==> src/rtl/div_radix_seq.sv <==
// Multi-cycle restoring integer divider retiring BPC quotient bits per cycle.
// Result packs {remainder, quotient}; supports signed/unsigned, annul and divide-by-zero flag.
module div_radix_seq #(
    parameter int WIDTH = 32,
    parameter int BPC   = 1
) (
    input  logic                 clk,
    input  logic                 rst,
    input  logic                 signed_div_i,
    input  logic [WIDTH-1:0]     opdata1_i,
    input  logic [WIDTH-1:0]     opdata2_i,
    input  logic                 start_i,
    input  logic                 annul_i,
    output logic [2*WIDTH-1:0]   result_o,
    output logic                 ready_o,
    output logic                 busy_o,
    output logic                 div_zero_o
);

    localparam int N  = WIDTH / BPC;
    localparam int CW = (N > 1) ? $clog2(N) : 1;
    localparam logic [CW-1:0] LAST_COUNT = CW'(N - 1);

    localparam logic [1:0] IDLE   = 2'd0;
    localparam logic [1:0] BYZERO = 2'd1;
    localparam logic [1:0] ON     = 2'd2;
    localparam logic [1:0] END    = 2'd3;

    logic [1:0]       state;
    logic [CW-1:0]    count;
    logic [WIDTH-1:0] quoReg;      // dividend bits shift out, quotient bits shift in
    logic [WIDTH:0]   partRem;
    logic [WIDTH-1:0] divisorMag;
    logic             negQuo;
    logic             negRem;

    logic             accept;
    logic [WIDTH-1:0] dividendAbs;
    logic [WIDTH-1:0] divisorAbs;
    logic [WIDTH:0]   stepRem;
    logic [WIDTH-1:0] stepQuo;
    logic [WIDTH-1:0] quoFinal;
    logic [WIDTH-1:0] remFinal;

    assign accept  = (state == IDLE) && start_i && !annul_i;
    assign ready_o = (state == END);
    assign busy_o  = (state == ON) || (state == BYZERO);

    always_comb begin
        // NOTE: every always_comb output is given a default first so no latch is inferred.
        dividendAbs = opdata1_i;
        divisorAbs  = opdata2_i;
        if (signed_div_i && opdata1_i[WIDTH-1]) dividendAbs = -opdata1_i;
        if (signed_div_i && opdata2_i[WIDTH-1]) divisorAbs  = -opdata2_i;
    end

    // BPC unrolled restoring steps; the partial remainder stays below 2*divisor, so WIDTH+1 bits suffice.
    always_comb begin
        // NOTE: blocking assignments here chain the unrolled steps within one cycle; state regs use <=.
        stepRem = partRem;
        stepQuo = quoReg;
        for (int i = 0; i < BPC; i++) begin
            stepRem = {stepRem[WIDTH-1:0], stepQuo[WIDTH-1]};
            stepQuo = {stepQuo[WIDTH-2:0], 1'b0};
            if (stepRem >= {1'b0, divisorMag}) begin
                stepRem    = stepRem - {1'b0, divisorMag};
                stepQuo[0] = 1'b1;
            end
        end
        quoFinal = negQuo ? -stepQuo : stepQuo;
        remFinal = negRem ? -stepRem[WIDTH-1:0] : stepRem[WIDTH-1:0];
    end

    always_ff @(posedge clk) begin
        if (rst) begin
            state      <= IDLE;
            count      <= '0;
            result_o   <= '0;
            div_zero_o <= 1'b0;
        end else begin
            case (state)
                IDLE: begin
                    if (accept) begin
                        div_zero_o <= 1'b0;
                        count      <= '0;
                        state      <= (opdata2_i == '0) ? BYZERO : ON;
                    end
                end
                BYZERO: begin
                    if (annul_i) begin
                        state <= IDLE;
                    end else begin
                        state      <= END;
                        result_o   <= '0;
                        div_zero_o <= 1'b1;
                    end
                end
                ON: begin
                    if (annul_i) begin
                        state <= IDLE;
                    end else begin
                        count <= count + 1'b1;
                        if (count == LAST_COUNT) begin
                            state    <= END;
                            result_o <= {remFinal, quoFinal};
                        end
                    end
                end
                END: begin
                    if (!start_i) state <= IDLE;
                end
                default: state <= IDLE;
            endcase
        end
    end

    // NOTE: working registers carry no reset; they are always loaded on accept before being read.
    always_ff @(posedge clk) begin
        if (accept) begin
            quoReg     <= dividendAbs;
            partRem    <= '0;
            divisorMag <= divisorAbs;
            negQuo     <= signed_div_i && (opdata1_i[WIDTH-1] ^ opdata2_i[WIDTH-1]);
            negRem     <= signed_div_i && opdata1_i[WIDTH-1];
        end else if (state == ON) begin
            quoReg  <= stepQuo;
            partRem <= stepRem;
        end
    end

endmodule

==> config.mk <==
export PLATFORM = sky130hd
export DESIGN_NAME = div_radix_seq
export DESIGN_NICKNAME = d
export VERILOG_FILES = /design/src/rtl/div_radix_seq.sv
export SDC_FILE = /design/constraint.sdc
export NUM_CORES = 1
export LEC_CHECK = 0
export ABC_AREA = 1
export BUFFER_PORTS_ARGS = -buffer_cell sky130_fd_sc_hd__buf_2
export CAP_MARGIN = 10
export CORE_UTILIZATION = 50
export CTS_CLUSTER_DIAMETER = 100
export DETAILED_ROUTE_END_ITERATION = 8
export GPL_TIMING_DRIVEN = 0
export PLACE_DENSITY = 0.82
export REMOVE_ABC_BUFFERS = 1
export SLEW_MARGIN = 25
export SYNTH_ARGS = -nofsm -noshare
export SYNTH_HDL_FRONTEND = slang
export SYNTH_SLANG_ARGS = --single-unit
==> constraint.sdc <==
create_clock -name clk -period 5.85 [get_ports clk]
set_input_delay 0.585 -clock clk [delete_from_list [all_inputs] [get_ports clk]]
set_output_delay 0.585 -clock clk [all_outputs]
set_load 0.03 [all_outputs]
==> summary.txt <==
Die
  – DIE HEIGHT: 158 um
  – Die W: 158 um
  – # IOs: 136
  – Total core area: 23,700 um2
  – FP Rows: 56
  – Die area: 25,000 um2
  – Initial Util: 51.5%

Clock network
  – Maximum clock path buffer count: 2
  – CTS tree: yes
  – Setup bufs post-CTS: 0
  – CTS Hold Bufs: 0
  – Worst-skew pair later-pin latency: 0.44 ns
  – CTS root buffer: clkbuf_16
  – Post_cts resized: 0
  – CTS Sinks: 170
  – Inserted Clock Buffers: 17
  – Worst-path clk slew: 0.07 ns
  – Clock H-tree levels: 4

Logic synthesis
  – Cell Area, Synth: 12,200 um2
  – #FFs+latches synth: 170
  – Avg Synthesized Cell Area: 6.64 um2
  – EDFF count, synth: 66
  – Fraction of registers with async set/reset: 0%
  – Register area share after synthesis: 33.3%
  – Post-synth cell types: 53
  – Cells after Synth: 1,838
  – Top FF cell, synth: dfxtp_1
  – Area contributors post-synth: dfxtp_1 (17%), edfxtp_1 (16%), nand2_1 (16%), nand3_1 (7.2%), inv_1 (7.0%)
  – Syn. warnings: 0
  – Yosys top cell by area: dfxtp_1
  – Top-area cell type share of the netlist area: 17.1%

Critical path
  – Worst Path Max Fanout: 45
  – CP endpoint kind: flop
  – Req. time, crit path: 6.15 ns
  – Kind of critical path: flop to flop
  – Reg-to-Reg Start: divisorMag[30]$_DFFE_PP_
  – Critical Path Start: divisorMag[30]$_DFFE_PP_
  – Reg2Reg Depth: 27
  – Setup slack, reg-to-reg: 0.86 ns
  – Worst Setup EP: result_o[28]$_SDFFE_PP0P_
  – Data arrival, critical path: 5.29 ns
  – CP Launch Type: flop
  – Reg2reg end: result_o[28]$_SDFFE_PP0P_

Final layout
  – Layout cells sized above 1: 12.3%
  – Area Growth Syn to Fin: 13.0%
  – Register area: 4060 um2
  – Most frequent cells in the layout: nand2_1 (525), inv_1 (229), nand3_1 (175)
  – Fin nets: 2,061
  – Most common cell after layout, fill and taps aside: nand2_1
  – FILL cells: 2,287
  – Design area: 13,800 um2
  – Non-Filler Instances: 2,281
  – Multi-input logic area: 7030 um2

Placed design
  – RD Place Congestion: 0.991
  – Placed Instance Area: 13,200 um2
  – Dpl cells: 2,248
  – Pre-CTS WS: 1.02 ns
  – DP HPWL: 27,200 um
  – Port Buf Inserts: 135

Route
  – TritonRoute pass-1 iters: 6
  – Iter 0 DRT Violations: 1,225
  – Vias: 12,500
  – Via density per instance: 5.50
  – Post-route ant nets: 0
  – Routed WL: 35,100 um
  – DRC Markers: 0
  – Drt wl/cell: 15.4 um

Min path
  – Hold_sp: opdata2_i[0]
  – HP Class: input pin to flop

Timing
  – Tmin final: 4.99 ns
  – Worst Slack Setup Final: 0.859 ns
  – FMAX: 0.200 GHz
  – Fin crit share: 85.3%
  – Final hold vios: 0
  – RSZ-0062 raised after global routing: no
  – Setup-failing EPs final: 0
  – Layout Skew: 0.0143 ns
  – Least-Margin Pin Slew: 1.08 ns
  – Relative slew slack: 28.2%
  – Slew Limit Fails: 0
  – Final setup TNS: 0 ns

Job
  – Max cap viols: 0

GRT
  – Vias in the first global route: 11,400
  – Largest net degree at the start of global routing: 89
  – Antenna violations before repair: 0
  – Gr usage total: 28.8%
  – First-pass GRT wire length: 56,300 um
  – Remaining Overflow, GRT: 0

Outcome
  – Status: finished clean

Pwr
  – VDD IR-drop max: 222 uV
  – Tot Pwr: 5800 uW
  – Static leakage: 0.00657 uW
  – Pwr/cell area: 421 nW/um2
## metal layers
layer  wire (um)  GRT usage [%]  vias up
li1            -              -     6251
met1       15400           37.8     5733
met2       16300           47.8      487
met3        2460           3.50       66
met4        1040           11.5        0
met5           0              0        -
## worst max-delay path: stages, from the launching register on
cell	delay [ns]
edfxtp_1	0.37
inv_1	0.09
ha_1	0.34
inv_1	0.12
o21bai_1	0.10
nand2_1	0.07
nand2_1	0.05
a21oi_1	0.19
nand2_2	0.12
nor2_8	0.36
nand2_8	0.26
inv_2	0.27
ha_1	0.21
inv_1	0.06
nor3_1	0.22
inv_1	0.09
nor3_1	0.24
inv_1	0.11
nor3_2	0.25
nand3_1	0.11
nand2_1	0.13
o21ai_1	0.21
a21oi_1	0.26
nand2_1	0.14
a21oi_1	0.17
a21oi_1	0.08
o21ai_0	0.13
a21oi_1	0.08
## flip-flops by register name, indices dropped and copies added (netlist names)
register,cells
result_o,64
negRem,1
count,5
divisorMag,32
negQuo,1
quoReg,32
partRem,32
state,2
div_zero_o,1
## stage by stage
stage | hold WS [ns] | util [%]
2_1_floorplan | 0.444 | -
3_3_place_gp | 0.449 | 55.1
3_5_place_dp | 0.452 | 55.8
4_1_cts | 0.353 | 58.2
5_1_grt | 0.354 | 58.2
6_report | 0.359 | 58.2
## cells by family after synthesis
logic type | count (synthesis) | synth area share (%)
AND/OR/NAND/NOR | 975 | 35.0
buffers and inverters | 292 | 9.27
AO/OA/AOI/OAI | 287 | 12.8
flip-flops | 170 | 33.3
XOR/XNOR | 70 | 5.03
adder cells (fa/ha/maj) | 44 | 4.57
## power by group
group          internal [uW]  total (uW)  switching (uW)
logic                    938        2980            2040
registers               1500        1710             212
clock network            564        1110             550
## cells in the mapped netlist (14+ instances only)
library cell	n
nor3_1	38
o21ai_0	106
ha_1	43
inv_1	229
nand3_1	175
nor2_1	145
nor4_1	14
xor2_1	50
xnor2_1	20
clkbuf_1	39
a21oi_1	128
nand2_1	526
dfxtp_1	104
edfxtp_1	66
nand4_1	21
## layout make-up
cell class,count,area share [%]
Sequential cell,170,29.5
Inverter,239,6.54
Tap cell,319,2.89
Clock inverter,14,0.953
Timing Repair Buffer,144,5.99
Clock buffer,18,3.11
Antenna cell,1,0.0181
Multi-Input combinational cell,1376,51.0
## worst min path at each step
stage / end / cells past startpoint
finish: divisorMag[0]$_DFFE_PP_ / 1
global route: divisorMag[0]$_DFFE_PP_ / 1
CTS: divisorMag[0]$_DFFE_PP_ / 1
detailed placement: result_o[48]$_SDFFE_PP0P_ / 2
global placement: result_o[55]$_SDFFE_PP0P_ / 2
floorplan: count[4]$_SDFFE_PP0P_ / 2
Power figures use the tool's default switching activity.
